[src/rtl/i2d_if.sv]
// ---------------------------------------------------------------------------
// i2d_if : instruction fetch stage of the i2d core.
//
// Owns the program counter and fetches one 32-bit word at a time over a
// req/ack instruction bus. The fetched word and its address go to decode
// through registered outputs. A one-entry skid buffer absorbs decode stalls.
// Taken branches from later stages redirect the fetch stream. A request that
// is still in flight at the redirect finishes in DRAIN, and its data is
// dropped there.
//
// Parameters
//   RESET_PC       first fetch address after reset (word aligned)
//   NOP_INS        instruction word presented during bubbles
// Ports
//   clk            core clock, rising edge
//   rst            synchronous active-high reset
//   ibus_req/addr  fetch request and address (address stable until ack)
//   ibus_ack       fetch complete; ibus_data / ibus_err valid with it
//   if_halt        decode stall, freezes if_ins / if_pc / if_valid
//   branch_taken   single-cycle redirect to branch_target
//   if_ins/if_pc   registered instruction and its address
//   if_valid       if_ins holds a real instruction
//   if_err         sticky fault (bus error or misaligned branch target)
// ---------------------------------------------------------------------------
module i2d_if #(
  parameter logic [31:0] RESET_PC = 32'h0000_0000,
  parameter logic [31:0] NOP_INS  = 32'h0000_0000
) (
  input  logic        clk,
  input  logic        rst,
  output logic        ibus_req,
  output logic [31:0] ibus_addr,
  input  logic        ibus_ack,
  input  logic [31:0] ibus_data,
  input  logic        ibus_err,
  input  logic        if_halt,
  input  logic        branch_taken,
  input  logic [31:0] branch_target,
  output logic [31:0] if_ins,
  output logic [31:0] if_pc,
  output logic        if_valid,
  output logic        if_err
);

  typedef enum logic [1:0] {
    ST_FETCH = 2'd0,
    ST_DRAIN = 2'd1,
    ST_ERR   = 2'd2
  } state_e;

  state_e      state_q, state_d;
  logic [31:0] pc_q, pc_d;
  logic [31:0] stale_addr_q, stale_addr_d;
  logic        pend_err_q, pend_err_d;
  logic        skid_valid_q, skid_valid_d;
  logic [31:0] skid_ins_q, skid_ins_d;
  logic [31:0] skid_pc_q, skid_pc_d;
  logic [31:0] if_ins_q, if_ins_d;
  logic [31:0] if_pc_q, if_pc_d;
  logic        if_valid_q, if_valid_d;
  logic        if_err_q, if_err_d;

  logic        accept;
  logic        misaligned;

  // The request is combinational on state and skid occupancy. It drops the
  // same cycle the skid fills and rises again the cycle the skid drains.
  // It is also forced low while reset is held, so a pending request is
  // withdrawn immediately.
  always_comb begin
    ibus_req  = !rst && (((state_q == ST_FETCH) && !skid_valid_q) ||
                         (state_q == ST_DRAIN));
    ibus_addr = (state_q == ST_DRAIN) ? stale_addr_q : pc_q;
  end

  assign accept     = ibus_req && ibus_ack;
  assign misaligned = (branch_target[1:0] != 2'b00);

  // Next-state logic.
  // Order of precedence: a branch always wins. Within FETCH, an accepted bus
  // error beats halt handling. A skid refill and a new accept never happen in
  // the same cycle, because no request is made while the skid is full.
  always_comb begin
    state_d      = state_q;
    pc_d         = pc_q;
    stale_addr_d = stale_addr_q;
    pend_err_d   = pend_err_q;
    skid_valid_d = skid_valid_q;
    skid_ins_d   = skid_ins_q;
    skid_pc_d    = skid_pc_q;
    if_ins_d     = if_ins_q;
    if_pc_d      = if_pc_q;
    if_valid_d   = if_valid_q;
    if_err_d     = if_err_q;

    if (branch_taken) begin
      skid_valid_d = 1'b0;
      if_valid_d   = 1'b0;
      if_ins_d     = NOP_INS;
      pc_d         = branch_target;
      // A misaligned target is flagged at once. A later aligned branch
      // (from DRAIN or ERR) clears the flag again.
      if_err_d     = misaligned;
      if (misaligned) begin
        if_pc_d = branch_target;
      end
      if (ibus_req && !ibus_ack) begin
        // Finish the outstanding request first. The address stays on the
        // bus, and the returned word is thrown away.
        state_d      = ST_DRAIN;
        stale_addr_d = ibus_addr;
        pend_err_d   = misaligned;
      end else if (misaligned) begin
        state_d = ST_ERR;
      end else begin
        state_d = ST_FETCH;
      end
    end else begin
      unique case (state_q)
        ST_FETCH: begin
          if (accept && ibus_err) begin
            state_d    = ST_ERR;
            if_err_d   = 1'b1;
            if_pc_d    = pc_q;
            if_valid_d = 1'b0;
            if_ins_d   = NOP_INS;
          end else begin
            if (accept) begin
              pc_d = pc_q + 32'd4;
            end
            if (if_halt) begin
              if (accept) begin
                skid_valid_d = 1'b1;
                skid_ins_d   = ibus_data;
                skid_pc_d    = pc_q;
              end
            end else if (skid_valid_q) begin
              skid_valid_d = 1'b0;
              if_ins_d     = skid_ins_q;
              if_pc_d      = skid_pc_q;
              if_valid_d   = 1'b1;
            end else if (accept) begin
              if_ins_d   = ibus_data;
              if_pc_d    = pc_q;
              if_valid_d = 1'b1;
            end else begin
              // No new data while decode is running: bubble, and if_pc holds.
              if_ins_d   = NOP_INS;
              if_valid_d = 1'b0;
            end
          end
        end
        ST_DRAIN: begin
          // A bus error on the stale fetch is ignored.
          if (ibus_ack) begin
            state_d = pend_err_q ? ST_ERR : ST_FETCH;
          end
        end
        ST_ERR: begin
          state_d = ST_ERR;
        end
        default: begin
          state_d = ST_FETCH;
        end
      endcase
    end
  end

  always_ff @(posedge clk) begin
    if (rst) begin
      state_q      <= ST_FETCH;
      pc_q         <= RESET_PC;
      stale_addr_q <= RESET_PC;
      pend_err_q   <= 1'b0;
      skid_valid_q <= 1'b0;
      skid_ins_q   <= NOP_INS;
      skid_pc_q    <= 32'h0000_0000;
      if_ins_q     <= NOP_INS;
      if_pc_q      <= 32'h0000_0000;
      if_valid_q   <= 1'b0;
      if_err_q     <= 1'b0;
    end else begin
      state_q      <= state_d;
      pc_q         <= pc_d;
      stale_addr_q <= stale_addr_d;
      pend_err_q   <= pend_err_d;
      skid_valid_q <= skid_valid_d;
      skid_ins_q   <= skid_ins_d;
      skid_pc_q    <= skid_pc_d;
      if_ins_q     <= if_ins_d;
      if_pc_q      <= if_pc_d;
      if_valid_q   <= if_valid_d;
      if_err_q     <= if_err_d;
    end
  end

  assign if_ins   = if_ins_q;
  assign if_pc    = if_pc_q;
  assign if_valid = if_valid_q;
  assign if_err   = if_err_q;

endmodule

[config.mk]
export PLATFORM = sky130hd
export DESIGN_NAME = i2d_if
export DESIGN_NICKNAME = d
export VERILOG_FILES = /design/src/rtl/i2d_if.sv
export SDC_FILE = /design/constraint.sdc
export NUM_CORES = 1
export LEC_CHECK = 0
export ABC_AREA = 1
export BUFFER_PORTS_ARGS = -buffer_cell sky130_fd_sc_hd__clkbuf_2
export CORE_MARGIN = 2
export CORE_UTILIZATION = 35
export CTS_BUF_LIST = sky130_fd_sc_hd__clkbuf_16
export CTS_CLUSTER_DIAMETER = 40
export DETAILED_ROUTE_END_ITERATION = 10
export GPL_ROUTABILITY_DRIVEN = 0
export PLACE_DENSITY = 0.55
export RECOVER_POWER = 50
export SETUP_SLACK_MARGIN = 0.4
export SYNTH_ARGS = -nofsm -noshare
export SYNTH_HDL_FRONTEND = slang
export SYNTH_SLANG_ARGS = --single-unit
[constraint.sdc]
create_clock -name clk -period 2 [get_ports clk]
set_input_delay 0.3 -clock clk [delete_from_list [all_inputs] [get_ports clk]]
set_output_delay 0.3 -clock clk [all_outputs]
set_load 0.02 [all_outputs]
# [After elaboration in Yosys (flattened, before gate mapping)]
# Index checks and enable logic that the tools add are counted.
[word_totals] register_bits=198 in_bits=70 output_inout_bits=99 elab_cells=79
[classes] add_sub_neg=1 n_eq_ne=9 muxes=32 bitwise=2 n_reduce_logical=24
[ops] operator="$mux 32" count=16
[ops] operator="$add 32x3->32 const B" count=1
[ops] operator="$mux 2" count=6
[ops] operator="$mux 1" count=9
[ops] operator="$reduce_and 2->1" count=4
[ops] operator="$reduce_bool 2->1" count=4
[ops] operator="$ne 2x1->1 const B" count=3
[ops] operator="$pmux 2 s3" count=1
[ops] operator="$reduce_and 3->1" count=2
[ops] operator="$logic_and 1x1->1" count=5
[ops] operator="$reduce_and 5->1" count=1
[ops] operator="$reduce_and 4->1" count=1
[ops] operator="$reduce_bool 4->1" count=1
[ops] operator="$logic_not 1->1" count=3
[ops] operator="$ne 3x1->1 const B" count=1
[ops] operator="$ne 3x2->1 const B" count=1
[ops] operator="$ne 3x3->1 const B" count=1
[ops] operator="$eq 2x1->1 const B" count=1
[ops] operator="$eq 2x2->1 const B" count=1
[ops] operator="$logic_not 2->1" count=1
[ops] operator="$ne 2x2->1 const B" count=1
[ops] operator="$not 1->1" count=2
[ops] operator="$reduce_or 2->1" count=1
[ops] operator="$logic_or 1x1->1" count=1

# [Logic depth before layout (Yosys ltp)]
[depth] depth_word=11 ltp_mapped=11 ltp_nobuf=10

# [Worst setup path before layout]
# Ideal clock, no wire load.
[synth_timing] path_type="reg2out" start="register state_q[1]" end="output ibus_addr[31]" t_arrival_ns=1.295 required_time_ns=1.700 setup_slack_ns=0.405 stages_incl_launch_ff=5 path_buffers=2 cell_sequence="dfxtp_1 -> nor2_1 -> buf_2 -> buf_2 -> o21ai_0"
[synth_between] elab_chain_cells=2
[synth_lines] item="start, declared" line="51" rtl="state_e state_q, state_d;"
[synth_lines] item="start signal, assigned" line="183" rtl="state_q <= state_d;"
[synth_lines] item="$eq 2x1->1" line="73" rtl="ibus_addr = (state_q == ST_DRAIN) ? stale_addr_q : pc_q;"
[synth_lines] item="$mux 32" line="73"
[synth_lines] item="end, declared" line="32" rtl="output logic [31:0] ibus_addr,"
# No other way between the ends.

# [Worst setup path after layout]
[layout_timing] start="register state_q[0]" end="output ibus_addr[25]"
# The elaborated chain is that of the path after synthesis.

==> impl_metrics.py <==
metrics = {
    "worst_setup_path": {
        "rr_worst_depth": 11,
        "crit_path_start_kind": "flop",
        "rr_endpoint": "pc_q[3]$_SDFFE_PP0P_",
        "reg2reg_from": "state_q[0]$_SDFFE_PP0P_",
        "cp.required_ns": 1.70,
        "crit_type": "flop to primary output",
        "arrival_ns": 1.75,
        "critPathCaptureType": "primary output",
        "rrSetupSlack_ns": 0,
        "cp_max_fo": 8,
    },
    "synth": {
        "synth_common_cells": "nand2_1 (389), o21ai_0 (221), dfxtp_1 (198), nor2_1 (173), a21oi_1 (127)",
        "synthFlopType": "dfxtp_1",
        "ys_types": 33,
        "synth_edf_count": 0,
        "synth.area.top_cells": "dfxtp_1 (42%), nand2_1 (15%), o21ai_0 (12%), nor2_1 (6.9%), a21oi_1 (6.7%)",
        "yosysWarnings": 0,
        "postSynthCellCount": 1438,
        "synth-seq-cells": 198,
        "syn_avg_cell_area_um2": 6.59,
        "seq_area_frac_synth": 0.418,
        "synth_fp_nets": 1509,
        "synth.top_cell.area_share": 0.418,
        "synthesis.area_um2": 9480,
        "synth_most_common_cell": "nand2_1",
        "synth_top_area_cell": "dfxtp_1",
        "async_reset_ff_frac": 0,
    },
    "run_status": {
        "violations": "setup timing",
        "status": "finished, violations left",
    },
    "die": {
        "core_um2": 26800,
        "num_io_pins": 169,
        "start_util": 0.354,
        "dieArea_um2": 28400,
        "rows": 60,
        "die_w_um": 169,
        "die_y_um": 169,
    },
    "timing": {
        "rsz0062_at_grt": "yes",
        "min_period_over_period": 1.03,
        "timing.final.ws_setup_ns": -0.0542,
        "fmax_ghz": 0.487,
        "whs_ns": 0.0616,
        "hold_violations": 0,
        "relSlewSlack": 0.472,
        "worstMarginPinSlew_ns": 0.791,
        "final-setup-viol-count": 3,
        "drv_slew": 0,
        "finClkSkew_ns": 0.0183,
        "layout_min_cycle_time_ns": 2.05,
        "setup_tns_ns": -0.0928,
    },
    "power_and_ir_drop": {
        "power_mw": 10.1,
        "powerDensity_nw_per_um2": 694,
        "leakage_nw": 5.81,
        "p_switching_mw": 3.38,
        "pwr-share-clk": 0.377,
        "power.internal_mw": 6.74,
        "max-vdd-ir-drop_uv": 529,
        "sequentialPowerShare": 0.418,
        "comb_power_share": 0.204,
        "switching_share": 0.334,
    },
    "global_routing": {
        "grt_pass1_wl_um": 53200,
        "antenna_found_initial": 1,
        "gr-total-overflow": 0,
        "gr-usage-all-layers": 0.241,
        "grt_start_max_net_pins": 71,
        "grt_pass1_vias": 9590,
    },
    "min_path": {
        "min_path_type": "input pin to flop",
        "min_to": "skid_ins_q[23]$_SDFFE_PP0P_",
        "worstHoldStart": "ibus_data[23]",
        "hold_depth": 3,
    },
    "route": {
        "vias_per_cell": 5.31,
        "vias": 10800,
        "dr.pass1.iters": 5,
        "antenna_left": 0,
        "drc": 0,
        "drt-initial-drc-count": 884,
        "wl_per_cell_um": 19.2,
        "totalWireLength_um": 39100,
    },
    "clock_tree": {
        "cts_sinks": 198,
        "clk_transition_reported_paths_ns": 0.10,
        "cts_max_level": 4,
        "clock_latency_ns": 0.46,
        "ctsHoldBuffers": 0,
        "cts_root_buf": "clkbuf_16",
        "cts_inserted_buffers": 17,
        "clockBufferDepth": 2,
        "cts_tree": "yes",
    },
    "placed_design": {
        "port_buffers": 168,
        "hpwl_um": 20500,
        "placed_cells": 1898,
    },
    "final_layout": {
        "fin_nets": 1750,
        "diodes": 0,
        "layoutNonFillerInstCount": 2033,
        "drive_above_1_share": 0.328,
        "area_delta_synth_final_pct": 53.9,
        "postLayoutCoreUtil": 0.544,
    },
    "job": {
        "max-cap-violations": 0,
    },
}
==> through the flow <==
step,setup slack (ns),instance area [um2]
after floorplan,0.405,9480
after global placement,-0.217,10700
after detailed placement,-0.205,10700
after CTS,-0.136,12800
after global routing,-0.116,14600
final,-0.0542,14600
==> sequential cells by signal (all words and copies together) (netlist names), 2 cells and up <==
signal / flops
if_ins: 32
if_pc: 32
pc_q: 32
skid_ins_q: 32
skid_pc_q: 32
stale_addr_q: 32
state_q: 2
==> placed cells by master (no fill, tap or decap), types with 21 or more instances in the layout <==
master	n
o21ai_0	113
a21oi_1	83
nor2_1	117
buf_16	21
clkbuf_1	67
clkbuf_2	71
o211ai_1	30
buf_4	36
buf_6	55
nand3_1	30
clkbuf_16	31
a21oi_2	44
nor2_2	33
inv_1	124
o21ai_2	81
nand2_2	41
nand2_1	333
dfxtp_1	192
buf_12	28
nor2_4	29
==> logic make-up (layout without fill, tap and decap cells) <==
| family | after synthesis | after routing | share of synthesized area |
|---|---|---|---|
| and+or+nand+nor | 623 | 624 | 0.263 |
| xor gates and xnor gates | 6 | 6 | 0.00554 |
| AOI/OAI and AO/OA | 390 | 390 | 0.216 |
| DFF | 198 | 198 | 0.418 |
| buffers and inverters | 220 | 473 | 0.0954 |
| adders and majority gates | 1 | 1 | 0.00132 |
==> power groups by stage <==
stage                     Clock [mW]  Combinational (mW)  Sequential (mW)
after floorplan                    0               0.737             4.38
after global placement             0                1.31             4.31
after detailed placement           0                1.32             4.31
after CTS                       3.86                1.71             4.22
after global routing            4.03                2.21             4.25
final                           3.82                2.07             4.24
==> final cells by class <==
cell class                 count  area (um2)
clock inverter                15         229
inverter                     133         534
sequential                   198        3980
multi-input combinational   1021        5780
timing repair buffer         305        3180
timing repair inverter         3        33.8
fill                        2545       12200
clock buffer                  17         425
tap                          341         427
==> how the worst max path moves through the flow <==
stage                     slack [ns]                     end  cells past startpoint                     from
final                          -0.05           ibus_addr[25]                      9  state_q[0]$_SDFFE_PP0P_
after global routing           -0.12    pc_q[3]$_SDFFE_PP0P_                     11  state_q[0]$_SDFFE_PP0P_
after CTS                      -0.14           ibus_addr[23]                      7  state_q[0]$_SDFFE_PP0P_
after detailed placement       -0.20  if_pc[27]$_SDFFE_PP0P_                      9                 ibus_err
after global placement         -0.22  if_pc[25]$_SDFFE_PP0P_                      9                 ibus_err
after floorplan                 0.41           ibus_addr[31]                      4  state_q[1]$_SDFFE_PP0P_
==> critical path, stage by stage, from the launching register on <==
cell and delay (ns):
dfxtp_2 0.34, inv_2 0.04, buf_6 0.11, nor2_4 0.11, buf_12 0.15, clkbuf_16 0.16
nand2_2 0.04, o21ai_1 0.07, buf_4 0.16, buf_8 0.11
==> metal layers <==
layer | global-route usage | part of all wire | wire length [um]
met3 | 0.0423 | 0.068 | 2670
met4 | 0.0828 | 0.034 | 1340
met1 | 0.327 | 0.43 | 16700
met2 | 0.386 | 0.47 | 18300
met5 | 0 | 0.00041 | 16
==> repair_timing <==
item                                    CTS  global route
endpoints found under the setup margin  225           227
gates resized for setup                 210           431
cloned                                   21            25
hold endpoints to repair                  0             0
buffers inserted                         38            19
pin swaps                                68           108
Power figures use the tool's default switching activity.
